--- src/rtl/bg_picture_mixer_pkg.sv ---
`default_nettype none
// +----------------------------------------------------------------------------+
// | Module      : bg_mix_pkg                                                   |
// | Description : Shared types, constants and blend helper for the background  |
// |               picture mixer.                                               |
// | Revision    : 1.0 - initial release                                        |
// +----------------------------------------------------------------------------+
package bg_mix_pkg;

   localparam int PIC_PIXELS_DEFAULT = 307200;
   localparam int PIXEL_W            = 32;
   localparam int RGB_W              = 24;

   typedef enum logic [1:0] {
      MIX_BYPASS = 2'd0,
      MIX_KEY    = 2'd1,
      MIX_ALPHA  = 2'd2,
      MIX_BG     = 2'd3
   } mix_mode_t;

   typedef enum logic [1:0] {
      ST_IDLE = 2'd0,
      ST_REQ  = 2'd1,
      ST_WAIT = 2'd2
   } fetch_state_t;

   typedef struct packed {
      logic [7:0] a;
      logic [7:0] b;
      logic [7:0] g;
      logic [7:0] r;
   } pixel_t;

   // aw is the expanded alpha (0..256); the weighted sum never exceeds 255*256
   function automatic logic [7:0] blend_ch(input logic [7:0] bg,
                                           input logic [7:0] fg,
                                           input logic [8:0] aw);
      logic [16:0] acc;
      acc = ({9'd0, bg} * {8'd0, aw}) + ({9'd0, fg} * {8'd0, 9'd256 - aw});
      return acc[15:8];
   endfunction

endpackage
`default_nettype wire

--- src/rtl/bg_picture_mixer_if.sv ---
`default_nettype none
// +----------------------------------------------------------------------------+
// | Module      : bg_mem_if                                                    |
// | Description : Read-only SDRAM channel port used by the picture fetcher.    |
// | Revision    : 1.0 - initial release                                        |
// +----------------------------------------------------------------------------+
interface bg_mem_if
   import bg_mix_pkg::*;
#(
   parameter int AW = 24
);
   logic [AW-1:0]      mem_addr;
   logic               mem_req;
   logic               mem_ack;
   logic [PIXEL_W-1:0] mem_dout;

   modport master (output mem_addr, output mem_req, input mem_ack, input mem_dout);
   modport slave  (input mem_addr, input mem_req, output mem_ack, output mem_dout);
endinterface
`default_nettype wire

--- src/rtl/bg_picture_mixer_fifo.sv ---
`default_nettype none
// +----------------------------------------------------------------------------+
// | Module      : bg_fifo                                                      |
// | Description : Synchronous show-ahead FIFO with flush and occupancy count.  |
// | Revision    : 1.0 - initial release                                        |
// +----------------------------------------------------------------------------+
module bg_fifo #(
   parameter int WIDTH = 32,
   parameter int DEPTH = 8
) (
   input  wire logic                     clk,
   input  wire logic                     rst,
   input  wire logic                     flush,
   input  wire logic                     push,
   input  wire logic [WIDTH-1:0]         wdata,
   input  wire logic                     pop,
   output logic      [WIDTH-1:0]         rdata,
   output logic                          empty,
   output logic      [$clog2(DEPTH):0]   count
);
   localparam int PW = $clog2(DEPTH);
   localparam int CW = PW + 1;

   logic [WIDTH-1:0] mem_q [DEPTH];
   logic [PW-1:0]    wr_ptr_q, wr_ptr_d;
   logic [PW-1:0]    rd_ptr_q, rd_ptr_d;
   logic [CW-1:0]    count_q, count_d;
   logic             full;
   logic             do_push;
   logic             do_pop;

   assign full    = (count_q == CW'(DEPTH));
   assign empty   = (count_q == '0);
   assign do_push = push & ~full & ~flush;
   assign do_pop  = pop & ~empty & ~flush;
   assign rdata   = mem_q[rd_ptr_q];
   assign count   = count_q;

   always_comb begin
      wr_ptr_d = wr_ptr_q;
      rd_ptr_d = rd_ptr_q;
      count_d  = count_q;
      if (flush) begin
         wr_ptr_d = '0;
         rd_ptr_d = '0;
         count_d  = '0;
      end else begin
         if (do_push) wr_ptr_d = wr_ptr_q + PW'(1);
         if (do_pop)  rd_ptr_d = rd_ptr_q + PW'(1);
         count_d = count_q + CW'(do_push) - CW'(do_pop);
      end
   end

   always_ff @(posedge clk or posedge rst) begin
      if (rst) begin
         wr_ptr_q <= '0;
         rd_ptr_q <= '0;
         count_q  <= '0;
      end else begin
         wr_ptr_q <= wr_ptr_d;
         rd_ptr_q <= rd_ptr_d;
         count_q  <= count_d;
      end
   end

   // Storage carries no reset; the count alone defines which entries are live
   always_ff @(posedge clk) begin
      if (do_push) mem_q[wr_ptr_q] <= wdata;
   end

endmodule
`default_nettype wire

--- src/rtl/bg_picture_mixer.sv ---
`default_nettype none
// +----------------------------------------------------------------------------+
// | Module      : bg_picture_mixer                                             |
// | Description : Prefetches an ABGR background picture from SDRAM and mixes   |
// |               it with foreground RGB, one pixel per ce_pix.                |
// | Revision    : 1.0 - initial release                                        |
// +----------------------------------------------------------------------------+
module bg_picture_mixer
   import bg_mix_pkg::*;
#(
   parameter int AW         = 24,
   parameter int FIFO_DEPTH = 8,
   parameter int PIC_PIXELS = PIC_PIXELS_DEFAULT
) (
   input  wire logic              clk_sys,
   input  wire logic              reset,
   input  wire logic              ce_pix,
   input  wire logic              hblank,
   input  wire logic              vblank,
   input  wire logic              vs,
   input  wire logic              enable,
   input  wire logic [1:0]        mode,
   input  wire logic [RGB_W-1:0]  fg_rgb,
   bg_mem_if.master               mem,
   output logic      [RGB_W-1:0]  rgb_out,
   output logic                   underflow
);
   localparam int CW    = $clog2(FIFO_DEPTH) + 1;
   localparam int IDX_W = (PIC_PIXELS > 1) ? $clog2(PIC_PIXELS) : 1;

   fetch_state_t     state_q, state_d;
   logic             discard_q, discard_d;
   logic [IDX_W-1:0] pix_q, pix_d, pix_next;
   logic [AW-1:0]    addr_q, addr_d;
   logic             vs_q, vs_d;
   logic             underflow_q, underflow_d;
   logic [RGB_W-1:0] rgb_q, rgb_d;

   logic             restart;
   logic             flush;
   logic             pop_req;
   logic             push;
   logic             blank;
   logic             head_ok;
   logic             fifo_empty;
   logic [CW-1:0]    fifo_count;
   logic [PIXEL_W-1:0] fifo_head;
   pixel_t           head_px;
   logic [RGB_W-1:0] bg_rgb;
   logic [7:0]       alpha;
   logic [8:0]       alpha_w;
   logic [RGB_W-1:0] blend_rgb;
   logic [RGB_W-1:0] mix_rgb;

   assign restart  = ce_pix & vs & ~vs_q;
   assign flush    = restart | ~enable;
   assign blank    = hblank | vblank;
   assign pop_req  = ce_pix & ~blank & enable;
   assign pix_next = (pix_q == IDX_W'(PIC_PIXELS - 1)) ? '0 : pix_q + IDX_W'(1);

   bg_fifo #(
      .WIDTH (PIXEL_W),
      .DEPTH (FIFO_DEPTH)
   ) u_fifo (
      .clk   (clk_sys),
      .rst   (reset),
      .flush (flush),
      .push  (push),
      .wdata (mem.mem_dout),
      .pop   (pop_req),
      .rdata (fifo_head),
      .empty (fifo_empty),
      .count (fifo_count)
   );

   // Fetch FSM: one request in flight; a flush while waiting drops that reply
   always_comb begin
      state_d   = state_q;
      discard_d = discard_q;
      pix_d     = pix_q;
      addr_d    = addr_q;
      push      = 1'b0;
      unique case (state_q)
         ST_IDLE: begin
            if (enable && (fifo_count < CW'(FIFO_DEPTH)) && !restart) begin
               state_d = ST_REQ;
               addr_d  = AW'({pix_q, 1'b0});
            end
         end
         ST_REQ: begin
            state_d = ST_WAIT;
            if (flush) discard_d = 1'b1;
         end
         ST_WAIT: begin
            if (mem.mem_ack) begin
               state_d   = ST_IDLE;
               discard_d = 1'b0;
               if (!discard_q && !flush) begin
                  push  = 1'b1;
                  pix_d = pix_next;
               end
            end else if (flush) begin
               discard_d = 1'b1;
            end
         end
         default: state_d = ST_IDLE;
      endcase
      if (restart) pix_d = '0;
   end

   always_comb begin
      vs_d        = ce_pix ? vs : vs_q;
      underflow_d = underflow_q;
      if (pop_req && fifo_empty) underflow_d = 1'b1;
      if (restart)               underflow_d = 1'b0;
   end

   // Mixer: an empty FIFO or blanking presents a transparent black background
   assign head_px = pixel_t'(fifo_head);
   assign head_ok = ~fifo_empty & ~blank;
   assign bg_rgb  = head_ok ? {head_px.r, head_px.g, head_px.b} : '0;
   assign alpha   = head_ok ? head_px.a : 8'd0;
   assign alpha_w = {1'b0, alpha} + {8'd0, alpha[7]};

   generate
      for (genvar ch = 0; ch < 3; ch++) begin : g_blend
         assign blend_rgb[ch*8 +: 8] = blend_ch(bg_rgb[ch*8 +: 8], fg_rgb[ch*8 +: 8], alpha_w);
      end
   endgenerate

   always_comb begin
      mix_rgb = fg_rgb;
      if (blank) begin
         mix_rgb = '0;
      end else if (enable) begin
         unique case (mix_mode_t'(mode))
            MIX_BYPASS: mix_rgb = fg_rgb;
            MIX_KEY:    mix_rgb = ((fg_rgb != '0) && (alpha == 8'd0)) ? fg_rgb : bg_rgb;
            MIX_ALPHA:  mix_rgb = blend_rgb;
            MIX_BG:     mix_rgb = bg_rgb;
            default:    mix_rgb = fg_rgb;
         endcase
      end
      rgb_d = ce_pix ? mix_rgb : rgb_q;
   end

   always_ff @(posedge clk_sys or posedge reset) begin
      if (reset) begin
         state_q     <= ST_IDLE;
         discard_q   <= 1'b0;
         pix_q       <= '0;
         addr_q      <= '0;
         vs_q        <= 1'b0;
         underflow_q <= 1'b0;
         rgb_q       <= '0;
      end else begin
         state_q     <= state_d;
         discard_q   <= discard_d;
         pix_q       <= pix_d;
         addr_q      <= addr_d;
         vs_q        <= vs_d;
         underflow_q <= underflow_d;
         rgb_q       <= rgb_d;
      end
   end

   assign mem.mem_req  = (state_q == ST_REQ);
   assign mem.mem_addr = addr_q;
   assign rgb_out      = rgb_q;
   assign underflow    = underflow_q;

endmodule
`default_nettype wire

--- src/flat_wrapper.sv ---
// flat-port wrapper written by rule: the top's interface ports become plain ports
module bg_picture_mixer_flat import bg_mix_pkg::*;
#(
   parameter int AW         = 24,
   parameter int FIFO_DEPTH = 8,
   parameter int PIC_PIXELS = PIC_PIXELS_DEFAULT
)
  (clk_sys, reset, ce_pix, hblank, vblank, vs, enable, mode, fg_rgb, rgb_out, underflow, mem_mem_addr, mem_mem_req, mem_mem_ack, mem_mem_dout);
  bg_mem_if #(.AW(AW)) mem_i ();
  input  wire logic clk_sys;
  input  wire logic reset;
  input  wire logic ce_pix;
  input  wire logic hblank;
  input  wire logic vblank;
  input  wire logic vs;
  input  wire logic enable;
  input  wire logic [1:0] mode;
  input  wire logic [RGB_W-1:0] fg_rgb;
  output logic      [RGB_W-1:0] rgb_out;
  output logic underflow;
  output wire logic [$bits(mem_i.mem_addr)-1:0] mem_mem_addr;
  output wire logic [$bits(mem_i.mem_req)-1:0] mem_mem_req;
  input wire logic [$bits(mem_i.mem_ack)-1:0] mem_mem_ack;
  input wire logic [$bits(mem_i.mem_dout)-1:0] mem_mem_dout;
  assign mem_mem_addr = mem_i.mem_addr;
  assign mem_mem_req = mem_i.mem_req;
  assign mem_i.mem_ack = mem_mem_ack;
  assign mem_i.mem_dout = mem_mem_dout;
  bg_picture_mixer #(.AW(AW), .FIFO_DEPTH(FIFO_DEPTH), .PIC_PIXELS(PIC_PIXELS)) u_core (.clk_sys(clk_sys), .reset(reset), .ce_pix(ce_pix), .hblank(hblank), .vblank(vblank), .vs(vs), .enable(enable), .mode(mode), .fg_rgb(fg_rgb), .mem(mem_i), .rgb_out(rgb_out), .underflow(underflow));
endmodule
--- config.mk ---
export PLATFORM = sky130hd
export DESIGN_NAME = bg_picture_mixer_flat
export DESIGN_NICKNAME = d
export VERILOG_FILES = /design/src/rtl/bg_picture_mixer_pkg.sv /design/src/rtl/bg_picture_mixer_if.sv /design/src/rtl/bg_picture_mixer_fifo.sv /design/src/rtl/bg_picture_mixer.sv /design/src/flat_wrapper.sv
export SDC_FILE = /design/constraint.sdc
export NUM_CORES = 1
export LEC_CHECK = 0
export BUFFER_PORTS_ARGS = -buffer_cell sky130_fd_sc_hd__buf_2
export CORE_MARGIN = 1
export CORE_UTILIZATION = 64
export CTS_CLUSTER_DIAMETER = 200
export DETAILED_ROUTE_END_ITERATION = 12
export PLACE_DENSITY = 0.82
export SYNTH_ARGS = -nofsm -noshare
export SYNTH_HDL_FRONTEND = slang
export SYNTH_SLANG_ARGS = --single-unit
export TNS_END_PERCENT = 20
--- constraint.sdc ---
create_clock -name clk_sys -period 10.5 [get_ports clk_sys]
set_input_delay 0.525 -clock clk_sys [delete_from_list [all_inputs] [get_ports clk_sys]]
set_output_delay 0.525 -clock clk_sys [all_outputs]
set_load 0.01 [all_outputs]
# Yosys cells after proc, flatten, opt, wreduce, memory -nomap -nowiden
# Memories as Yosys holds them, arrays and structs flattened.
# Cells that the tools add are included.
# op_classes
add_sub_neg,10
n_mul,6
order_cmp,1
n_eq_ne,9
muxes,29
bitwise_logic,17
reduce_logical,23
# ops
operator,n
multiplier 8 x 9 -> 16 bit,6
two-way mux 24 bit,4
one-hot mux 24 bit (4 select lines),1
two-way mux 19 bit,5
adder 16 bit,3
nonzero test 24 bit,1
"adder 19 x 1 -> 19 bit, second input constant",1
"equality test 19 bit, second input constant",1
nonzero test 2 bit,7
two-way mux 3 bit,4
adder 8 x 1 -> 9 bit,1
bitwise AND 1 bit,9
two-way mux 1 bit,9
"subtractor 9 bit, first input constant",1
zero test 8 bit,1
two-way mux 8 bit,1
"adder 3 x 1 -> 3 bit, second input constant",2
"equality test 2 bit, second input constant",3
inverter 1 bit,6
one-hot mux 2 bit (3 select lines),1
logical AND 1 bit,5
adder 4 x 1 -> 4 bit,1
"equality test 2 x 1 -> 1 bit, second input constant",2
"equality test 4 bit, second input constant",1
other kinds (13),19
# word_totals
regBits,77
ramBits,256
input_bits,66
out_inout_bits,50
wordCells,106
memories,1
# mem_list
memory,words,width,read_ports,rd_clocked_by_memory_dff,write_ports,line,text
u_core.u_fifo.mem_q,8,32,1,0,1,bg_picture_mixer_fifo.sv:24,logic [WIDTH-1:0] mem_q [DEPTH];

# Longest topological paths before layout
# Gate-level depths: netlist (run 1).
# logic_depth
ltp_word,13
mapped_depth,40
ltp_nobuf,36

# Cells and area by module
# A second synthesis (run 1) with hierarchy kept.
# unflattened
cells_unflattened,2442
hier_area_um2,28049.4
# by_module_without_submodules
module,n_inst,cells_per_inst,area_each_um2,seq_area_each_um2
bg_picture_mixer,1,1996,17640.7,1676.6
bg_fifo,1,446,10408.7,7937.6

# Worst setup path after synthesis (run 1)
# OpenSTA, ideal clock, no wires.
# synth_path
path_type,reg-to-reg
startpoint,"reg u_core.u_fifo.count_q[3], in the netlist u_core.u_fifo.count[3]"
endpoint,"reg u_core.rgb_q[7], in the netlist u_core.rgb_out[7]"
setup_ps,136
t_arrival_ps,9353
t_required_ps,10364
path_slack_ps,1012
stages_incl_launch_ff,39
path_buffers,5
period_less_slack_ps,9488
path_cell_list,dfrtp_1 -> inv_1 -> ha_1 -> or3b_2 -> nand2_1 -> clkbuf_1 -> clkbuf_1 -> buf_1 -> nor2_1 -> ha_1 -> ha_1 -> inv_1 -> clkbuf_1 -> ha_1 -> inv_1 -> nor2_4 -> nand2_1 -> xnor2_1 -> [3 not listed] -> fa_1 -> inv_1 -> fa_1 -> fa_1 -> fa_1 -> inv_1 -> fa_1 -> inv_1 -> ha_1 -> o21ai_0 -> nor3_1 -> a211o_1 -> a41oi_1 -> a21oi_1 -> a31oi_1 -> nor4bb_1 -> a2111oi_2 -> nand2_1
# synth_via
elab_chain_len,11
elab_cells_between_ends,16
cone_classes,add/sub (3); mul (2); mux (6); bitwise (2); reduce/logical (3)
# synth_rtl
element,line,text
start: declaration,bg_picture_mixer_fifo.sv:27,"logic [CW-1:0] count_q, count_d;"
start signal: assignment,bg_picture_mixer_fifo.sv:62,count_q <= count_d;
zero test 4 bit *,bg_picture_mixer_fifo.sv:33,assign empty = (count_q == '0);
inverter 1 bit *,bg_picture_mixer.sv:120,assign head_ok = ~fifo_empty & ~blank;
bitwise AND 1 bit *,bg_picture_mixer.sv:120,
two-way mux 8 bit,bg_picture_mixer.sv:122,assign alpha = head_ok ? head_px.a : 8'd0;
adder 8 x 1 -> 9 bit,bg_picture_mixer.sv:123,"assign alpha_w = {1'b0, alpha} + {8'd0, alpha[7]};"
subtractor 9 bit,bg_picture_mixer_pkg.sv:39,"acc = ({9'd0, bg} * {8'd0, aw}) + ({9'd0, fg} * {8'd0, 9'd256 - aw});"
multiplier 8 x 9 -> 16 bit,bg_picture_mixer_pkg.sv:39,
adder 16 bit,bg_picture_mixer_pkg.sv:39,
one-hot mux 24 bit (4 select lines) *,bg_picture_mixer.sv:136,unique case (mix_mode_t'(mode))
two-way mux 24 bit *,bg_picture_mixer.sv:135,end else if (enable) begin
two-way mux 24 bit *,bg_picture_mixer.sv:133,if (blank) begin
end signal: assignment,bg_picture_mixer.sv:163,rgb_q <= rgb_d;
end: declaration,bg_picture_mixer.sv:37,"logic [RGB_W-1:0] rgb_q, rgb_d;"
# Every way passes the cells marked *; elsewhere a longest branch is shown, timed or not.
# A chain may end at the register's enable or synchronous reset.

# Final worst setup path (run 1)
# layout_path
startpoint,reg u_core.u_fifo.rd_ptr_q[1]
endpoint,"reg u_core.rgb_q[7], in the netlist u_core.rgb_out[7]"
# layout_via
elab_chain_len,9
elab_cells_between_ends,14
cone_classes,add/sub (3); mul (2); mux (6); reduce/logical (2); memory (1)
# layout_rtl
element,line,text
start: declaration,bg_picture_mixer_fifo.sv:26,"logic [PW-1:0] rd_ptr_q, rd_ptr_d;"
start signal: assignment,bg_picture_mixer_fifo.sv:61,rd_ptr_q <= rd_ptr_d;
memory (8 x 32 bit) *,-,
two-way mux 8 bit,bg_picture_mixer.sv:122,
adder 8 x 1 -> 9 bit,bg_picture_mixer.sv:123,
subtractor 9 bit,bg_picture_mixer_pkg.sv:39,
multiplier 8 x 9 -> 16 bit,bg_picture_mixer_pkg.sv:39,
adder 16 bit,bg_picture_mixer_pkg.sv:39,
one-hot mux 24 bit (4 select lines) *,bg_picture_mixer.sv:136,
two-way mux 24 bit *,bg_picture_mixer.sv:135,
two-way mux 24 bit *,bg_picture_mixer.sv:133,
# Marked as above.

==> results of run 1 <==
[final timing paths]
check	startpoint	endpoint	slack, ns	cells past startpoint
setup / recovery	u_core.u_fifo.rd_ptr_q[1]	u_core.rgb_out[7]	0.55	28
hold / removal	mem_mem_ack	u_core.discard_q	0.21	2
setup reg to reg	u_core.u_fifo.rd_ptr_q[1]	u_core.rgb_out[7]	0.55	28
hold reg to reg	u_core.rgb_out[2]	u_core.rgb_out[2]	0.49	1
max in group asynchronous	reset	u_core.u_fifo.rd_ptr_q[0]	9.35	3
min in group asynchronous	reset	u_core.rgb_out[13]	0.30	3
[routing by layer]
layer	vias up	GRT usage [%]	wire, um
met4	12	17.9	4020
met1	9775	43.7	26800
met2	1111	57.7	35700
met3	288	8.76	7910
li1	8274	-	-
met5	-	0	73
[flip-flops by register name (all words and copies together), names as in the netlist]
name,flops
u_core.discard_q,1
u_core.u_fifo.wr_ptr_q,3
u_core.rgb_out,24
u_core.u_fifo.count,4
u_core.underflow,1
u_core.u_fifo.mem_q,256
u_core.mem.mem_addr,19
u_core.u_fifo.rd_ptr_q,3
u_core.vs_q,1
u_core.pix_q,19
u_core.state_q,2
[kinds of logic after synthesis]
| logic type | count (synthesis) | share of synthesized area (%) |
|---|---|---|
| simple gates | 697 | 12.4 |
| xor+xnor | 67 | 2.28 |
| flops | 333 | 34.6 |
| buf+inv | 514 | 7.15 |
| other cells | 1 | 0.0135 |
| mux | 117 | 6.98 |
| fa+ha+maj | 508 | 31.4 |
| compound gates | 202 | 5.13 |
[layout by cell type, fill, tap and decap left out, types with 28 or more instances in the layout]
| master | instances |
|---|---|
| a21oi_1 | 41 |
| and2_1 | 155 |
| buf_2 | 110 |
| buf_4 | 57 |
| clkbuf_16 | 39 |
| dfrtp_1 | 75 |
| edfxtp_1 | 256 |
| fa_1 | 319 |
| ha_1 | 189 |
| inv_1 | 398 |
| mux2_2 | 28 |
| mux2i_1 | 30 |
| mux4_2 | 55 |
| nand2_1 | 244 |
| nor2_1 | 85 |
| nor2b_1 | 30 |
| nor3_1 | 78 |
| o21ai_0 | 45 |
| xnor2_1 | 38 |
[where the power goes]
group	switching (mW)	total, mW	internal (mW)
Sequential	0.0240	1.48	1.45
Clock	0.558	1.26	0.700
Combinational	0.259	0.426	0.166
[per-stage QoR]
| step | area (um2) | hold WS [ns] | util (%) | total power, mW | setup WS (ns) |
|---|---|---|---|---|---|
| floorplan | 27800 | 0.447 | - | 1.77 | 1.01 |
| global placement | 29200 | 0.461 | 67.9 | 1.90 | 1.14 |
| detailed placement | 29200 | 0.472 | 67.9 | 1.92 | 0.766 |
| CTS | 30300 | 0.183 | 70.6 | 3.17 | 0.742 |
| global route | 30300 | 0.208 | 70.6 | 3.27 | 0.260 |
| finish | 30300 | 0.210 | 70.6 | 3.16 | 0.548 |
[worst reg2reg max path: cells and delay by family, from the launching register on]
kind	cells	cell delay [ns]
adder cells (fa/ha/maj)	7	3.29
AND/OR/NAND/NOR	7	1.25
XOR/XNOR	2	0.84
flip-flops	1	0.76
AO/OA/AOI/OAI	5	1.63
buffers and inverters	5	1.10
multiplexers	2	0.94
[cell type report]
class | instances | area [um2] | share of cell area, %
clock buffers | 50 | 1030 | 3.39
multi-input cells | 1596 | 16300 | 53.9
repair buffers | 167 | 978 | 3.23
inverters | 401 | 1510 | 4.97
clock inverters | 17 | 131 | 0.433
diodes | 1 | 2.50 | 0.00825
flip-flops and latches | 333 | 9620 | 31.7
well taps | 585 | 732 | 2.41
==> results.yml, run 1 <==
outcome:
  outcome: "finished clean"
worst_setup_path:
  cp-end-kind: "flip-flop"
  cp.arrival_ns: 10.40
  critical_path.slowest_cell: "dfrtp_4"
  crit_fanout: 42
  crit_required_ns: 10.95
  crit_family: "adder cells"
  crit_type: "flip-flop to flip-flop"
  crit_buf_inv: 5
  cpPeakStageDelay_ns: 0.76
  worst_path_most_repeated_cell: "fa_1"
  cp-start-kind: "flip-flop"
route:
  postRouteAntennaNets: 0
  vias: 19500
  drc: 0
  first_pass_iters: 6
  avgViaCountPerCell: 6.18
  drt_iter0_drc: 1689
  drt-total-wl_um: 74500
  post_drt_wl_per_cell_um: 23.6
global_routing:
  grt_overflow: 0
  first_global_vias: 20900
  grt_pass1_wl_um: 116000
  grt_max_degree: 78
  antenna_found_initial: 8
  grtUsageTotal_pct: 35.2
yosys:
  synthFlopType: "edfxtp_1"
  yosysMostFrequentCell: "inv_1"
  yosysUniqueCellTypes: 78
  synthesis.instances: 2439
  yosysSeqAreaShare_pct: 34.6
  synth_top_area_share_pct: 27.6
  synth_edf_count: 256
  syn_avg_cell_area_um2: 11.4
  synthTopCellsByArea: "edfxtp_1, fa_1, ha_1"
  synth_common_cells: "inv_1, fa_1, edfxtp_1, nand2_1, ha_1"
  ys_ff_latch: 333
  synth_area_mm2: 0.0278
  yosys.area.top_type: "edfxtp_1"
  ys.warnings.count: 0
  ys_async_sr_fraction_pct: 23.1
timing:
  slew_violations: 0
  finalHoldViolations: 0
  slew_headroom_pct: 19.4
  finClkSkew_ns: 0.0443
  rsz0062_at_grt: "no"
  fin_tns_setup_ns: 0
  fin_crit_sh_pct: 94.8
  fmax_mhz: 100
  tightest_slew_ns: 1.21
  finalSetupViolations: 0
  period_minus_slack_ns: 9.95
clock_tree:
  cts_tree: "yes"
  post_cts_resized: 0
  htree_num_levels: 2
  cts-root-buf: "clkbuf_16"
  ctsHoldBuffers: 0
  clk_pin_slew_ns: 0.06
  post_cts_buffers: 0
  cts_buffers: 37
  worst_skew_pair.late_latency_ns: 0.58
  clock-sinks: 333
  clock_path_buffers: 3
cells_and_area:
  syn2layout_area_growth_pct: 9.02
  nNetsFinal: 3110
  drive_gt1_share_pct: 13.3
  fill_cells: 3031
  finalNonFillerCells: 3150
power:
  ir_drop_v: 0.000148
  power.leakage_nw: 13.8
  power.density_mw_per_mm2: 104
floorplanning:
  die_height_um: 211
  coreArea_mm2: 0.0430
  die_x_um: 211
  row_count: 76
  fp.dieArea_mm2: 0.0443
  boundaryPins: 116
  initial_core_util_pct: 64.7
place:
  dp_cells: 3082
  io_buffers: 110
  place.gp.congestion: 1.03
  hpwlAfterDp_um: 53400
min_path:
  hp-class: "input pin to flip-flop"
flow_run:
  maxCapViolations: 0
Note: power is estimated with default switching activity, not from simulation.
==> inputs of run 2 (changes only) <==
- ABC_AREA: default -> 1
- CORE_UTILIZATION: 64 -> 58
- PLACE_DENSITY: 0.82 -> 0.79
- clock period: 10.5 -> 8.52 ns (I/O delays scaled with it)
==> run 2 against run 1 <==
  * Combinational power increased by 110%
  * Count of clock-buffer cells in the layout decreased by 7
  * Clock power increased by 16%
  * Sequential power increased by 24%
  * Non-clock buffer count increased by 14
  * Synthesized cell count increased by 28%
  * Global-route usage decreased by 1.6 points
  * Area after synthesis increased by 2.9%
  * Die area increased by 13%
  * Via count increased by 16%
  * First-iteration DRC count increased by 21%
==> results.yml, run 2 <==
yosys:
  yosysUniqueCellTypes: 60
  ys_ff_latch: 333
  yosys.area.top_type: "edfxtp_1"
  synth_top_area_share_pct: 26.9
  synth_area_mm2: 0.0286
  synthesis.instances: 3120
  synth_edf_count: 256
  yosysMostFrequentCell: "inv_1"
  syn_avg_cell_area_um2: 9.18
  synthFlopType: "edfxtp_1"
  yosysSeqAreaShare_pct: 33.6
  ys_async_sr_fraction_pct: 23.1
  ys.warnings.count: 0
  synthTopCellsByArea: "edfxtp_1, fa_1, ha_1"
  synth_common_cells: "inv_1, nand2_1, nor2_1, fa_1, edfxtp_1"
timing:
  hold-worst-slack_ns: 0.165
  slew_violations: 0
  finalSetupViolations: 0
  slew_headroom_pct: 21.1
  fin_crit_sh_pct: 95.4
  tightest_slew_ns: 1.18
  rsz0062_at_grt: "yes"
  finalHoldViolations: 0
  period_minus_slack_ns: 8.13
  fmax_mhz: 123
  finClkSkew_ns: 0.0201
  layout_setup_ws_ns: 0.390
worst_setup_path:
  cp-start-kind: "flip-flop"
  critical_path.slowest_cell: "fa_1"
  cp.arrival_ns: 8.54
  cpPeakStageDelay_ns: 0.58
  cp-end-kind: "flip-flop"
  crit_type: "flip-flop to flip-flop"
  worst_path_most_repeated_cell: "fa_1"
  crit_fanout: 21
  crit_required_ns: 8.93
cells_and_area:
  top_register: "u_core.u_fifo.mem_q"
  syn2layout_area_growth_pct: 8.77
  stdcell_area_mm2: 0.0311
  mostFrequentLayoutCell: "inv_1"
  largest_reg_flops: 256
  nNetsFinal: 3796
  drive_gt1_share_pct: 10.1
  fin_util_pct: 63.7
  final_cell_mix: "inv_1, nand2_1, nor2_1, fa_1, edfxtp_1"
  finalNonFillerCells: 3912
global_routing:
  antenna_found_initial: 7
  grt_max_degree: 78
  grtUsageTotal_pct: 33.6
  grt_overflow: 0
  first_global_vias: 22800
  grt_pass1_wl_um: 127000
clock_tree:
  htree_num_levels: 2
  clock-sinks: 333
  worst_skew_pair.late_latency_ns: 0.53
  ctsHoldBuffers: 0
  cts-root-buf: "clkbuf_16"
  clk_pin_slew_ns: 0.07
  cts_buffers: 34
  clock_path_buffers: 3
  cts_tree: "yes"
floorplanning:
  die_height_um: 224
  boundaryPins: 116
  coreArea_mm2: 0.0488
  row_count: 81
  initial_core_util_pct: 58.6
  die_x_um: 224
  fp.dieArea_mm2: 0.0503
power:
  power.leakage_nw: 15.1
  p_sw_mw: 1.26
  p_sw_share_pct: 30.1
  clkPwrFrac_pct: 34.9
  power.density_mw_per_mm2: 135
  p_comb_share_pct: 21.1
  ir_drop_v: 0.000180
  internal_power_mw: 2.93
  power_frac_seq_pct: 44.0
route:
  drt-total-wl_um: 82300
  drt_iter0_drc: 2045
  drc: 0
  vias: 22600
  post_drt_wl_per_cell_um: 21.0
  avgViaCountPerCell: 5.78
  postRouteAntennaNets: 0
  first_pass_iters: 6
place:
  placed_cell_area_mm2: 0.0300
  io_buffers: 110
  place.gp.congestion: 1.01
  hpwlAfterDp_um: 60900
  pre_cts_ws_ns: 0.301
  dp_cells: 3850
flow_run:
  maxCapViolations: 0
outcome:
  outcome: "finished clean"
min_path:
  hp-class: "input pin to flip-flop"
==> run 2: cell types whose count changed after synthesis, sizes merged, moves of 30 or more <==
cell,previous run,this run
inv,400,609
o211ai,3,57
mux4,58,0
nor2b,30,0
nor2,92,421
and2,155,0
mux2i,31,0
nand2,245,545
nor3,80,28
a21oi,42,94
nand3,24,94
o21ai,47,179
==> run 2: repair_timing <==
action / 4_1_cts / 5_1_grt
setup endpoints to repair: 0 / 14
gates resized for setup: 0 / 24
setup buffers: 0 / 0
==> run 2: worst max-delay path: cells and delay by family (launching register included) <==
kind            cells  cell delay, ns
buf+inv             8            0.89
compound gates      4            0.51
flops               1            0.53
fa+ha+maj          10            4.11
simple gates       19            1.96
==> run 2: worst paths after layout <==
check                      depth (start not counted)  slack (ns)                       from                    endpoint
hold / removal                                     1        0.17           mem_mem_dout[22]  u_core.u_fifo.mem_q[1][22]
hold reg to reg                                    2        0.48         u_core.rgb_out[16]          u_core.rgb_out[16]
setup / recovery                                  41        0.39  u_core.u_fifo.rd_ptr_q[0]          u_core.rgb_out[21]
max in group asynchronous                          3        7.43                      reset   u_core.u_fifo.rd_ptr_q[0]
min in group asynchronous                          3        0.22                      reset             u_core.pix_q[7]
setup reg to reg                                  41        0.39  u_core.u_fifo.rd_ptr_q[0]          u_core.rgb_out[21]
==> run 2: area by class of cell <==
| type | count | area [um2] |
|---|---|---|
| Antenna cell | 1 | 2.50 |
| Clock buffer | 43 | 936 |
| Clock inverter | 18 | 149 |
| Fill cell | 4093 | 17700 |
| Inverter | 611 | 2310 |
| Multi-Input combinational cell | 2061 | 16200 |
| Sequential cell | 333 | 9620 |
| Tap cell | 664 | 831 |
| Timing Repair Buffer | 181 | 1100 |
==> run 2: layer usage <==
metal	track usage (%)	wire, um	vias to the layer above
met5	0	67	-
met4	13.6	3450	12
met3	7.44	8410	243
met2	54.6	38500	1147
met1	43.7	31800	11100
li1	-	-	10100
==> run 2: cell families (layout without fill, tap and decap cells) <==
logic type	Yosys count	count (layout)	synth area share [%]
AND/OR/NAND/NOR	1117	1117	16.3
other	1	6	0.0131
AO/OA/AOI/OAI	408	408	8.55
adder cells (fa/ha/maj)	508	508	30.6
flip-flops	333	333	33.6
multiplexers	1	1	0.0393
XOR/XNOR	22	22	0.739
buffers and inverters	730	853	10.2
==> run 2: power by group through the flow <==
stage	Combinational (mW)	Clock, mW	Sequential (mW)
floorplan	0.575	0	1.88
global placement	0.847	0	1.87
detailed placement	0.866	0	1.88
CTS	0.872	1.48	1.84
global route	1.00	1.53	1.85
finish	0.885	1.46	1.84
==> run 2: through the flow <==
stage                     total power, mW  setup TNS [ns]
after floorplan                      2.46               0
after detailed placement             2.74               0
after CTS                            4.19               0
after global placement               2.72               0
after global routing                 4.38          -0.110
final                                4.19               0
